**src/rtl/gene_sched_pkg.sv**
```systemverilog
// Shared constants, state encoding and address helper for the gene scan scheduler.
package gene_sched_pkg;

  localparam int unsigned ELEMENT_SIZE     = 4;
  localparam int unsigned CODON_MAX_LENGTH = 5;
  localparam int unsigned ELEMENT_COUNT    = 32;
  localparam int unsigned SEGMENT_SIZE     = ELEMENT_COUNT + CODON_MAX_LENGTH - 1;
  localparam int unsigned GENE_MEM_DEPTH   = 256;
  localparam int unsigned PADDED_DEPTH     = GENE_MEM_DEPTH + CODON_MAX_LENGTH - 1;
  localparam int unsigned PROC_UNIT_COUNT  = GENE_MEM_DEPTH / ELEMENT_COUNT;
  localparam int unsigned MAX_COUNT        = 16;
  localparam int unsigned TIMEOUT_CYCLES   = 1024;

  localparam int unsigned COUNT_W = $clog2(MAX_COUNT + 1);
  localparam int unsigned TOTAL_W = $clog2(PROC_UNIT_COUNT * MAX_COUNT + 1);
  localparam int unsigned ADDR_W  = $clog2(PADDED_DEPTH);
  localparam int unsigned SEL_W   = $clog2(PROC_UNIT_COUNT);
  localparam int unsigned IDX_W   = $clog2(SEGMENT_SIZE);
  localparam int unsigned CODON_W = 3;
  localparam int unsigned TMO_W   = $clog2(TIMEOUT_CYCLES);

  typedef enum logic [2:0] {
    S_IDLE,
    S_LOAD,
    S_DRAIN,
    S_RUN,
    S_COLLECT,
    S_FINISH
  } sched_state_t;

  function automatic logic [ADDR_W-1:0] seg_addr(input logic [SEL_W-1:0] k,
                                                 input logic [IDX_W-1:0] i);
    return ADDR_W'(k) * ADDR_W'(ELEMENT_COUNT) + ADDR_W'(i);
  endfunction

endpackage

```
**src/rtl/gene_seg_addr_gen.sv**
```systemverilog
// Walks (PU, element) pairs one read per cycle and produces the matching
// one-cycle-delayed segment write strobe and coordinates.
module gene_seg_addr_gen
  import gene_sched_pkg::*;
(
  input  logic              CLK,
  input  logic              RST,
  input  logic              load_start,
  output logic              rd_en,
  output logic [ADDR_W-1:0] rd_addr,
  output logic              wr_en,
  output logic [SEL_W-1:0]  wr_sel,
  output logic [IDX_W-1:0]  wr_idx,
  output logic              last_rd_c
);

  logic [SEL_W-1:0]  k_q, k_d;
  logic [IDX_W-1:0]  i_q, i_d;
  logic              rd_en_q, rd_en_d;
  logic [ADDR_W-1:0] addr_q, addr_d;
  logic              wr_en_q, wr_en_d;
  logic [SEL_W-1:0]  wr_sel_q, wr_sel_d;
  logic [IDX_W-1:0]  wr_idx_q, wr_idx_d;

  always_comb begin
    k_d       = k_q;
    i_d       = i_q;
    rd_en_d   = rd_en_q;
    wr_en_d   = rd_en_q;
    wr_sel_d  = rd_en_q ? k_q : '0;
    wr_idx_d  = rd_en_q ? i_q : '0;
    last_rd_c = rd_en_q && (k_q == SEL_W'(PROC_UNIT_COUNT - 1)) &&
                (i_q == IDX_W'(SEGMENT_SIZE - 1));
    if (load_start) begin
      k_d     = '0;
      i_d     = '0;
      rd_en_d = 1'b1;
    end else if (rd_en_q) begin
      if (last_rd_c) begin
        rd_en_d = 1'b0;
      end else if (i_q == IDX_W'(SEGMENT_SIZE - 1)) begin
        i_d = '0;
        k_d = k_q + SEL_W'(1);
      end else begin
        i_d = i_q + IDX_W'(1);
      end
    end
    addr_d = rd_en_d ? seg_addr(k_d, i_d) : '0;
  end

  always_ff @(posedge CLK) begin
    if (RST) begin
      k_q      <= '0;
      i_q      <= '0;
      rd_en_q  <= 1'b0;
      addr_q   <= '0;
      wr_en_q  <= 1'b0;
      wr_sel_q <= '0;
      wr_idx_q <= '0;
    end else begin
      k_q      <= k_d;
      i_q      <= i_d;
      rd_en_q  <= rd_en_d;
      addr_q   <= addr_d;
      wr_en_q  <= wr_en_d;
      wr_sel_q <= wr_sel_d;
      wr_idx_q <= wr_idx_d;
    end
  end

  assign rd_en   = rd_en_q;
  assign rd_addr = addr_q;
  assign wr_en   = wr_en_q;
  assign wr_sel  = wr_sel_q;
  assign wr_idx  = wr_idx_q;

endmodule

```
**src/rtl/gene_scan_scheduler.sv**
```systemverilog
// Sequences one gene scan: load PU segments, launch, wait for all PUs, sum counts.
// Optional RUN watchdog enabled by defining GENE_SCHED_TIMEOUT_EN.
module gene_scan_scheduler
  import gene_sched_pkg::*;
(
  input  logic                                CLK,
  input  logic                                RST,
  input  logic                                start,
  input  logic [CODON_W-1:0]                  codon_len,
  output logic                                busy,
  output logic                                done,
  output logic                                err,
  output logic [TOTAL_W-1:0]                  total_count,
  output logic                                mem_rd_en,
  output logic [ADDR_W-1:0]                   mem_addr,
  input  logic [ELEMENT_SIZE-1:0]             mem_rd_data,
  output logic                                pu_wr_en,
  output logic [SEL_W-1:0]                    pu_wr_sel,
  output logic [IDX_W-1:0]                    pu_wr_idx,
  output logic [ELEMENT_SIZE-1:0]             pu_wr_data,
  output logic                                pu_go,
  output logic [CODON_W-1:0]                  pu_codon_len,
  input  logic [PROC_UNIT_COUNT-1:0]          pu_done,
  input  logic [PROC_UNIT_COUNT*COUNT_W-1:0]  pu_count
);

  sched_state_t               state_q, state_d;
  logic [CODON_W-1:0]         codon_len_q, codon_len_d;
  logic                       busy_q, busy_d;
  logic                       done_q, done_d;
  logic                       err_q, err_d;
  logic [TOTAL_W-1:0]         total_q, total_d;
  logic                       go_q, go_d;
  logic [PROC_UNIT_COUNT-1:0] sticky_q, sticky_d;
  logic [TOTAL_W-1:0]         acc_q, acc_d;
  logic [SEL_W-1:0]           col_idx_q, col_idx_d;
`ifdef GENE_SCHED_TIMEOUT_EN
  logic [TMO_W-1:0]           tmo_q, tmo_d;
`endif

  logic                       load_start_c;
  logic                       last_rd_c;
  logic                       wr_en_w;
  logic [COUNT_W-1:0]         cur_count_c;

  gene_seg_addr_gen u_addr_gen (
    .CLK        (CLK),
    .RST        (RST),
    .load_start (load_start_c),
    .rd_en      (mem_rd_en),
    .rd_addr    (mem_addr),
    .wr_en      (wr_en_w),
    .wr_sel     (pu_wr_sel),
    .wr_idx     (pu_wr_idx),
    .last_rd_c  (last_rd_c)
  );

  // Read data lands the cycle after its strobe, aligned with the delayed write.
  assign pu_wr_en    = wr_en_w;
  assign pu_wr_data  = wr_en_w ? mem_rd_data : '0;
  assign cur_count_c = pu_count[int'(col_idx_q)*COUNT_W +: COUNT_W];

  always_comb begin
    state_d      = state_q;
    codon_len_d  = codon_len_q;
    busy_d       = busy_q;
    done_d       = 1'b0;
    err_d        = 1'b0;
    total_d      = total_q;
    go_d         = 1'b0;
    sticky_d     = sticky_q;
    acc_d        = acc_q;
    col_idx_d    = col_idx_q;
    load_start_c = 1'b0;
`ifdef GENE_SCHED_TIMEOUT_EN
    tmo_d        = tmo_q;
`endif
    case (state_q)
      S_IDLE: begin
        if (start) begin
          codon_len_d = codon_len;
          if ((codon_len == '0) || (codon_len > CODON_W'(CODON_MAX_LENGTH))) begin
            state_d = S_FINISH;
            done_d  = 1'b1;
            err_d   = 1'b1;
            total_d = '0;
          end else begin
            state_d      = S_LOAD;
            busy_d       = 1'b1;
            load_start_c = 1'b1;
          end
        end
      end
      S_LOAD: begin
        if (last_rd_c) state_d = S_DRAIN;
      end
      S_DRAIN: begin
        state_d = S_RUN;
        go_d    = 1'b1;
      end
      S_RUN: begin
        // Done bits seen alongside the launch pulse belong to the previous run.
        if (go_q) begin
          sticky_d = '0;
`ifdef GENE_SCHED_TIMEOUT_EN
          tmo_d    = '0;
`endif
        end else begin
          sticky_d = sticky_q | pu_done;
`ifdef GENE_SCHED_TIMEOUT_EN
          tmo_d    = tmo_q + TMO_W'(1);
`endif
          if (&sticky_q) begin
            state_d   = S_COLLECT;
            acc_d     = '0;
            col_idx_d = '0;
          end
`ifdef GENE_SCHED_TIMEOUT_EN
          else if (tmo_q == TMO_W'(TIMEOUT_CYCLES - 1)) begin
            state_d = S_FINISH;
            done_d  = 1'b1;
            err_d   = 1'b1;
            busy_d  = 1'b0;
            total_d = '0;
          end
`endif
        end
      end
      S_COLLECT: begin
        acc_d     = acc_q + TOTAL_W'(cur_count_c);
        col_idx_d = col_idx_q + SEL_W'(1);
        if (col_idx_q == SEL_W'(PROC_UNIT_COUNT - 1)) begin
          state_d = S_FINISH;
          done_d  = 1'b1;
          busy_d  = 1'b0;
          total_d = acc_d;
        end
      end
      S_FINISH: begin
        state_d = S_IDLE;
      end
      default: begin
        state_d = S_IDLE;
      end
    endcase
  end

  always_ff @(posedge CLK) begin
    if (RST) begin
      state_q     <= S_IDLE;
      codon_len_q <= '0;
      busy_q      <= 1'b0;
      done_q      <= 1'b0;
      err_q       <= 1'b0;
      total_q     <= '0;
      go_q        <= 1'b0;
      sticky_q    <= '0;
      acc_q       <= '0;
      col_idx_q   <= '0;
`ifdef GENE_SCHED_TIMEOUT_EN
      tmo_q       <= '0;
`endif
    end else begin
      state_q     <= state_d;
      codon_len_q <= codon_len_d;
      busy_q      <= busy_d;
      done_q      <= done_d;
      err_q       <= err_d;
      total_q     <= total_d;
      go_q        <= go_d;
      sticky_q    <= sticky_d;
      acc_q       <= acc_d;
      col_idx_q   <= col_idx_d;
`ifdef GENE_SCHED_TIMEOUT_EN
      tmo_q       <= tmo_d;
`endif
    end
  end

  assign busy         = busy_q;
  assign done         = done_q;
  assign err          = err_q;
  assign total_count  = total_q;
  assign pu_go        = go_q;
  assign pu_codon_len = codon_len_q;

endmodule

```
**config.mk**
```make
export PLATFORM = sky130hd
export DESIGN_NAME = gene_scan_scheduler
export DESIGN_NICKNAME = d
export VERILOG_FILES = /design/src/rtl/gene_sched_pkg.sv /design/src/rtl/gene_seg_addr_gen.sv /design/src/rtl/gene_scan_scheduler.sv
export SDC_FILE = /design/constraint.sdc
export NUM_CORES = 1
export LEC_CHECK = 0
export BUFFER_PORTS_ARGS = -buffer_cell sky130_fd_sc_hd__buf_2
export CORE_MARGIN = 2
export CORE_UTILIZATION = 50
export CTS_CLUSTER_SIZE = 8
export DETAILED_ROUTE_END_ITERATION = 10
export PLACE_DENSITY_LB_ADDON = 0.08
export SYNTH_ARGS = -nofsm -noshare
export SYNTH_HDL_FRONTEND = slang
export SYNTH_SLANG_ARGS = --single-unit
export TNS_END_PERCENT = 5
```
**constraint.sdc**
```tcl
create_clock -name CLK -period 7.5 [get_ports CLK]
set_clock_uncertainty 0.05 [all_clocks]
set_input_delay 0.75 -clock CLK [delete_from_list [all_inputs] [get_ports CLK]]
set_output_delay 0.75 -clock CLK [all_outputs]
set_load 0.01 [all_outputs]
```
==> metrics.txt, run 1 <==
# TYPE chip_impl_metric gauge
chip_impl_info{name="status",value="finished, final reports clean"} 1
chip_impl_info{name="tritoncts_clock_tree",value="done"} 1
chip_impl_metric{name="die_width",unit="µm"} 82.7
chip_impl_metric{name="clock_h_tree_levels",unit=""} 3
chip_impl_metric{name="synth_cells",unit=""} 308
chip_impl_info{name="rsz0062_at_grt",value="false"} 1
chip_impl_metric{name="multiInputGateArea",unit="mm²"} 0.00166
chip_impl_metric{name="totalPowerFinal",unit="µW"} 821
chip_impl_metric{name="global_route.usage.total",unit=""} 0.201
chip_impl_metric{name="tns",unit="ns"} 0
chip_impl_metric{name="final_cell_count_no_fill",unit=""} 477
chip_impl_info{name="endpoint_kind",value="register"} 1
chip_impl_metric{name="synth_top_area_frac",unit=""} 0.427
chip_impl_metric{name="vdd_ir_drop_max",unit="V"} 0.000146
chip_impl_metric{name="drc_errors",unit=""} 0
chip_impl_metric{name="avgViaCountPerCell",unit=""} 5.50
chip_impl_metric{name="route.vias.total",unit=""} 2623
chip_impl_info{name="ys_dominant_reg_cell",value="sky130_fd_sc_hd__dfxtp_1"} 1
chip_impl_metric{name="cts.reportedPaths.clkPinSlew",unit="ns"} 0.08
chip_impl_metric{name="wl_met3",unit="µm"} 496
chip_impl_info{name="criticalPathCategory",value="register to register"} 1
chip_impl_metric{name="synth_seq_area_share",unit=""} 0.427
chip_impl_metric{name="setup_violations",unit=""} 0
chip_impl_info{name="min-delay-start",value="sticky_q[6]"} 1
chip_impl_metric{name="async_flop_share",unit=""} 0
chip_impl_metric{name="ff_latch_area",unit="mm²"} 0.00132
chip_impl_metric{name="fmaxAchievable",unit="MHz"} 313
chip_impl_info{name="highest-signal-layer",value="met4"} 1
chip_impl_metric{name="synth-seq-cells",unit=""} 66
chip_impl_metric{name="finalNetCount",unit=""} 468
chip_impl_metric{name="diodes",unit=""} 0
chip_impl_info{name="synth_area_leaders",value="sky130_fd_sc_hd__dfxtp_1 (43%), sky130_fd_sc_hd__mux4_2 (7.3%), sky130_fd_sc_hd__ha_1 (4.8%)"} 1
chip_impl_info{name="area_leader_netlist",value="sky130_fd_sc_hd__dfxtp_1"} 1
chip_impl_metric{name="tightest_slew",unit="ns"} 0.684
chip_impl_metric{name="ant_nets",unit=""} 0
chip_impl_info{name="critical_path_start_type",value="register"} 1
chip_impl_metric{name="io_buffer_count",unit=""} 96
chip_impl_metric{name="drt-met1-wl",unit="µm"} 3260
chip_impl_info{name="hold_path_class",value="register to register"} 1
chip_impl_metric{name="placedCellCount",unit=""} 461
chip_impl_metric{name="boundaryPins",unit=""} 97
chip_impl_metric{name="worstPathArrival",unit="ns"} 3.39
chip_impl_metric{name="final_layout_size_suffix_gt1_frac",unit=""} 0.351
chip_impl_metric{name="grt_pass1_vias",unit=""} 2204
chip_impl_metric{name="grt_remaining_overflow",unit=""} 0
chip_impl_info{name="cts_root_buf",value="sky130_fd_sc_hd__clkbuf_8"} 1
chip_impl_metric{name="max_slew_margin",unit=""} 0.543
chip_impl_metric{name="syn2layout_area_growth",unit="%"} 24.0
chip_impl_metric{name="worst_r2r_path_depth",unit=""} 8
chip_impl_metric{name="worst-path-max-fanout",unit=""} 12
chip_impl_metric{name="grt_max_degree",unit=""} 24
chip_impl_metric{name="num-fill-cells",unit=""} 508
chip_impl_metric{name="met2RoutedLength",unit="µm"} 2960
chip_impl_metric{name="synth_warn",unit=""} 0
chip_impl_metric{name="drv.max_cap_violation_count",unit=""} 0
chip_impl_metric{name="worst_path_required",unit="ns"} 7.69
chip_impl_metric{name="die_height",unit="µm"} 82.7
chip_impl_metric{name="cts-resized-gates",unit=""} 0
chip_impl_metric{name="drtPass1Iterations",unit=""} 4
chip_impl_info{name="source_of_the_worst_register_to_register_timing_path",value="col_idx_q[0]"} 1
chip_impl_metric{name="cts_post_setup_buffers_inserted",unit=""} 0
chip_impl_metric{name="hold_viol",unit=""} 0
chip_impl_info{name="cell_with_the_most_instances_after_synthesis",value="sky130_fd_sc_hd__dfxtp_1"} 1
chip_impl_metric{name="yosysUniqueCellTypes",unit=""} 54
chip_impl_metric{name="r2r_slack",unit="ns"} 4.30
chip_impl_info{name="min_delay_worst_endpoint",value="sticky_q[6]"} 1
chip_impl_metric{name="min_path_cells",unit=""} 2
chip_impl_metric{name="mappedNetlistArea",unit="mm²"} 0.00310
chip_impl_metric{name="core_region_area",unit="mm²"} 0.00596
chip_impl_metric{name="timing.final.crit_period",unit="ns"} 3.20
chip_impl_metric{name="finalHoldWorstSlack",unit="ns"} 0.416
chip_impl_metric{name="detailedPlacementHpwl",unit="µm"} 4810
chip_impl_metric{name="gp_congestion",unit=""} 0.816
chip_impl_metric{name="cts_buffers",unit=""} 9
chip_impl_metric{name="row_cnt",unit=""} 28
chip_impl_metric{name="antenna_found_initial",unit=""} 0
chip_impl_metric{name="power_per_cell_area",unit="mW/mm²"} 214
chip_impl_metric{name="die_area",unit="mm²"} 0.00684
chip_impl_metric{name="final-max-slew-violation-count",unit=""} 0
chip_impl_metric{name="layout_worst_path_cycle_share",unit=""} 0.426
chip_impl_metric{name="postSynthNetCount",unit=""} 379
chip_impl_metric{name="static-leakage-power",unit="nW"} 1.75
chip_impl_info{name="r2r_end",value="acc_q[6]"} 1
chip_impl_metric{name="drt-wirelength-per-cell",unit="µm"} 14.2
chip_impl_metric{name="tritoncts_num_sinks",unit=""} 66
chip_impl_metric{name="cts.path.max_buffers",unit=""} 2
chip_impl_metric{name="effective_utilization_at_floorplan",unit=""} 0.520
chip_impl_metric{name="first_pass_grt_wire_length",unit="µm"} 10400
chip_impl_metric{name="cts.hold.buffers_added",unit=""} 0
chip_impl_metric{name="syn_avg_cell_area",unit="µm²"} 10.1
chip_impl_metric{name="total_detailed_routing_wirelength",unit="µm"} 6790
chip_impl_metric{name="first_iter_violations",unit=""} 130
chip_impl_info{name="post_synth_most_frequent_cells",value="sky130_fd_sc_hd__dfxtp_1 (66), sky130_fd_sc_hd__a21oi_1 (27), sky130_fd_sc_hd__nor2_1 (25), sky130_fd_sc_hd__nand2_1 (15)"} 1
chip_impl_metric{name="clkLatencyLatePin",unit="ns"} 0.35
chip_impl_metric{name="edff_count_synth",unit=""} 0
[layout by cell type, fill, tap and decap left out, types with 4 or more instances in the layout]
cell / instances
sky130_fd_sc_hd__nand2_1: 15
sky130_fd_sc_hd__and2_1: 9
sky130_fd_sc_hd__mux2_2: 7
sky130_fd_sc_hd__nor3_1: 5
sky130_fd_sc_hd__a21oi_1: 27
sky130_fd_sc_hd__inv_1: 10
sky130_fd_sc_hd__ha_1: 12
sky130_fd_sc_hd__dfxtp_1: 66
sky130_fd_sc_hd__mux2i_1: 4
sky130_fd_sc_hd__buf_2: 96
sky130_fd_sc_hd__nor2_1: 25
sky130_fd_sc_hd__and4_1: 4
sky130_fd_sc_hd__nand3_1: 11
sky130_fd_sc_hd__clkbuf_8: 9
sky130_fd_sc_hd__o21ai_0: 5
sky130_fd_sc_hd__a22o_2: 5
sky130_fd_sc_hd__and3_1: 12
sky130_fd_sc_hd__xor2_1: 6
sky130_fd_sc_hd__mux4_2: 10
[routing by layer]
layer	GRT usage	up-vias
met4	0.0689	0
met1	0.285	1221
met5	0	-
met2	0.294	74
li1	-	1320
met3	0.0587	8
[report_power, final]
group	internal, mW	leakage (nW)	switching [mW]
combinational	0.0417	1.10	0.0398
clock	0.224	0.124	0.148
sequential	0.357	0.534	0.0113
[sequential cells by signal (all words and copies together), names as in the netlist, 6 cells and up]
name,count
u_addr_gen.i_q,6
u_addr_gen.wr_idx,6
u_addr_gen.rd_addr,9
acc_q,8
total_count,8
sticky_q,8
[through the flow]
step | util | setup slack [ns] | area [µm²]
6_report | 0.645 | 4.30 | 3840
5_1_grt | 0.645 | 4.15 | 3840
4_1_cts | 0.645 | 4.27 | 3840
3_5_place_dp | 0.603 | 4.28 | 3590
3_3_place_gp | 0.603 | 4.34 | 3590
2_1_floorplan | - | 4.56 | 3100
[critical path: stages, from the launching register on]
cell and delay (ns):
sky130_fd_sc_hd__dfxtp_1 0.76, sky130_fd_sc_hd__mux4_2 0.59, sky130_fd_sc_hd__mux2_2 0.30, sky130_fd_sc_hd__ha_1 0.22, sky130_fd_sc_hd__fa_1 0.41, sky130_fd_sc_hd__a21o_1 0.21
sky130_fd_sc_hd__o2bb2ai_1 0.14, sky130_fd_sc_hd__xor2_1 0.16, sky130_fd_sc_hd__a22o_2 0.27
[kinds of logic (layout without fill, tap and decap cells)]
logic type / after synthesis / after routing / share of synthesized area
mux: 21 / 21 / 0.111
fa+ha+maj: 13 / 13 / 0.0549
simple gates: 105 / 105 / 0.195
buf+inv: 28 / 122 / 0.0376
compound gates: 66 / 66 / 0.149
flops: 66 / 66 / 0.427
xor+xnor: 9 / 9 / 0.0255
[area by class of cell]
| class | instances | area share |
|---|---|---|
| multi-input cells | 214 | 0.432 |
| well taps | 75 | 0.0244 |
| clock inverters | 7 | 0.0326 |
| inverters | 10 | 0.00977 |
| flip-flops and latches | 66 | 0.344 |
| repair buffers | 96 | 0.125 |
| clock buffers | 9 | 0.0322 |
[how the worst max path moves through the flow]
stage | from | endpoint | slack (ns) | cells after the start
after detailed placement | col_idx_q[0] | acc_q[6] | 4.28 | 8
after floorplan | pu_count[35] | acc_q[6] | 4.56 | 8
after global placement | col_idx_q[0] | acc_q[6] | 4.34 | 8
after CTS | col_idx_q[0] | acc_q[6] | 4.27 | 8
final | col_idx_q[0] | acc_q[6] | 4.30 | 8
after global routing | col_idx_q[0] | acc_q[6] | 4.15 | 8
Note: power is estimated with default switching activity, not from simulation.
==> run 2, diff against run 1 <==
CORE_UTILIZATION = 46   (was 50)
clock period = 2.94 ns   (was 7.5 ns; I/O delays follow)
==> metrics.txt, run 2 (same netlist as run 1, synthesis figures left out) <==
# TYPE chip_impl_metric gauge
chip_impl_info{name="cts_root_buf",value="sky130_fd_sc_hd__clkbuf_8"} 1
chip_impl_metric{name="worst-path-max-fanout",unit=""} 8
chip_impl_metric{name="die_width",unit="µm"} 86.1
chip_impl_metric{name="cts.path.max_buffers",unit=""} 2
chip_impl_metric{name="grt_max_degree",unit=""} 24
chip_impl_metric{name="die_height",unit="µm"} 86.1
chip_impl_metric{name="final_layout_size_suffix_gt1_frac",unit=""} 0.369
chip_impl_metric{name="ff_latch_area",unit="mm²"} 0.00133
chip_impl_metric{name="multiInputGateArea",unit="mm²"} 0.00167
chip_impl_metric{name="min_path_cells",unit=""} 3
chip_impl_metric{name="drtPass1Iterations",unit=""} 4
chip_impl_metric{name="row_cnt",unit=""} 29
chip_impl_info{name="critical_path_start_type",value="register"} 1
chip_impl_metric{name="totalPowerFinal",unit="mW"} 1.96
chip_impl_metric{name="final-max-slew-violation-count",unit=""} 0
chip_impl_metric{name="tns",unit="ns"} 0
chip_impl_metric{name="hold_viol",unit=""} 0
chip_impl_info{name="layout_commonest_cell",value="sky130_fd_sc_hd__buf_2"} 1
chip_impl_info{name="criticalPathCategory",value="register to register"} 1
chip_impl_metric{name="worst_r2r_path_depth",unit=""} 8
chip_impl_metric{name="io_buffer_count",unit=""} 96
chip_impl_metric{name="avgViaCountPerCell",unit=""} 5.48
chip_impl_metric{name="tritoncts_num_sinks",unit=""} 66
chip_impl_metric{name="grt_pass1_vias",unit=""} 2442
chip_impl_metric{name="drv.max_cap_violation_count",unit=""} 0
chip_impl_metric{name="worstPathArrival",unit="ns"} 2.92
chip_impl_metric{name="first_iter_violations",unit=""} 76
chip_impl_metric{name="effective_utilization_at_floorplan",unit=""} 0.482
chip_impl_metric{name="diodes",unit=""} 0
chip_impl_metric{name="die_area",unit="mm²"} 0.00740
chip_impl_metric{name="grt_remaining_overflow",unit=""} 0
chip_impl_metric{name="route.vias.total",unit=""} 2663
chip_impl_metric{name="max_slew_margin",unit=""} 0.599
chip_impl_metric{name="power_per_cell_area",unit="mW/mm²"} 505
chip_impl_info{name="tritoncts_clock_tree",value="done"} 1
chip_impl_metric{name="cts_buffers",unit=""} 9
chip_impl_metric{name="num-fill-cells",unit=""} 554
chip_impl_metric{name="boundaryPins",unit=""} 97
chip_impl_metric{name="setup_violations",unit=""} 0
chip_impl_metric{name="layout_worst_path_cycle_share",unit=""} 0.933
chip_impl_metric{name="worst_path_required",unit="ns"} 3.12
chip_impl_metric{name="cts.reportedPaths.clkPinSlew",unit="ns"} 0.07
chip_impl_metric{name="antenna_found_initial",unit=""} 0
chip_impl_metric{name="first_pass_grt_wire_length",unit="µm"} 11000
chip_impl_metric{name="gp_congestion",unit=""} 0.810
chip_impl_metric{name="clock_h_tree_levels",unit=""} 3
chip_impl_metric{name="static-leakage-power",unit="nW"} 1.78
chip_impl_metric{name="vdd_ir_drop_max",unit="V"} 0.000387
chip_impl_info{name="hold_path_class",value="primary input to register"} 1
chip_impl_info{name="final_cell_mix",value="sky130_fd_sc_hd__buf_2 (96), sky130_fd_sc_hd__dfxtp_1 (65), sky130_fd_sc_hd__a21oi_1 (26), sky130_fd_sc_hd__nor2_1 (25), sky130_fd_sc_hd__nand2_1 (15)"} 1
chip_impl_metric{name="global_route.usage.total",unit=""} 0.187
chip_impl_info{name="rsz0062_at_grt",value="false"} 1
chip_impl_metric{name="largest_register_ffs",unit=""} 9
chip_impl_metric{name="detailedPlacementHpwl",unit="µm"} 5070
chip_impl_metric{name="clkLatencyLatePin",unit="ns"} 0.34
chip_impl_metric{name="total_detailed_routing_wirelength",unit="µm"} 6780
chip_impl_info{name="endpoint_kind",value="register"} 1
chip_impl_metric{name="ant_nets",unit=""} 0
chip_impl_metric{name="drc_errors",unit=""} 0
chip_impl_metric{name="timing.final.crit_period",unit="ns"} 2.74
chip_impl_info{name="status",value="finished, final reports clean"} 1
chip_impl_metric{name="finalNetCount",unit=""} 475
chip_impl_metric{name="core_region_area",unit="mm²"} 0.00642
chip_impl_metric{name="syn2layout_area_growth",unit="%"} 25.1
chip_impl_metric{name="cts_post_setup_buffers_inserted",unit=""} 0
chip_impl_metric{name="cts.hold.buffers_added",unit=""} 0
chip_impl_metric{name="fmaxAchievable",unit="MHz"} 365
chip_impl_metric{name="tightest_slew",unit="ns"} 0.599
chip_impl_metric{name="drt-wirelength-per-cell",unit="µm"} 14.0
run 2: worst paths after layout:
kind,from,to,slack (ns)
setup / recovery,col_idx_q[0],acc_q[7],0.20
setup reg to reg,col_idx_q[0],acc_q[7],0.20
hold / removal,pu_done[5],sticky_q[5],0.13
hold reg to reg,sticky_q[6],sticky_q[6],0.42
run 2: final cells by class:
cell class | instances | area share
Multi-Input combinational cell | 214 | 0.430
Sequential cell | 66 | 0.342
Timing Repair Buffer | 103 | 0.139
Clock buffer | 12 | 0.0426
Tap cell | 77 | 0.0249
Clock inverter | 4 | 0.0126
Inverter | 10 | 0.00969
run 2: repair_timing:
action	4_1_cts	5_1_grt
hold endpoints to repair	0	0
resized for setup	0	5
setup endpoints to repair	0	8
run 2: critical path, cell delays in order, from the launching register on:
cell	delay, ns
sky130_fd_sc_hd__dfxtp_4	0.39
sky130_fd_sc_hd__buf_6	0.16
sky130_fd_sc_hd__mux4_2	0.50
sky130_fd_sc_hd__mux2_2	0.28
sky130_fd_sc_hd__ha_2	0.38
sky130_fd_sc_hd__nand3_1	0.11
sky130_fd_sc_hd__o211a_1	0.29
sky130_fd_sc_hd__o2111a_1	0.26
sky130_fd_sc_hd__a211o_1	0.21
run 2: where the power goes:
part           switching [mW]  internal (mW)
logic                   0.115          0.113
registers              0.0178          0.912
clock network           0.341          0.460
total                   0.474           1.48
run 2: through the flow:
| stage | std cells | instance area [µm²] | utilization | hold WS (ns) | setup WS [ns] |
|---|---|---|---|---|---|
| 4_1_cts | 486 | 3860 | 0.601 | 0.114 | 0.0199 |
| 5_1_grt | 486 | 3870 | 0.603 | 0.139 | 0.0388 |
| 2_1_floorplan | 308 | 3100 | - | 0.336 | 0.0313 |
| 6_report | 486 | 3870 | 0.603 | 0.127 | 0.197 |
| 3_3_place_gp | 470 | 3650 | 0.568 | 0.395 | 0.109 |
| 3_5_place_dp | 470 | 3650 | 0.568 | 0.403 | 0.0408 |
run 2: routing by layer:
| metal | global-route usage | wire length [µm] |
|---|---|---|
| met1 | 0.230 | 3130 |
| met2 | 0.318 | 3160 |
| met3 | 0.0568 | 438 |
| met4 | 0.0505 | 54 |
| met5 | 0 | 0 |
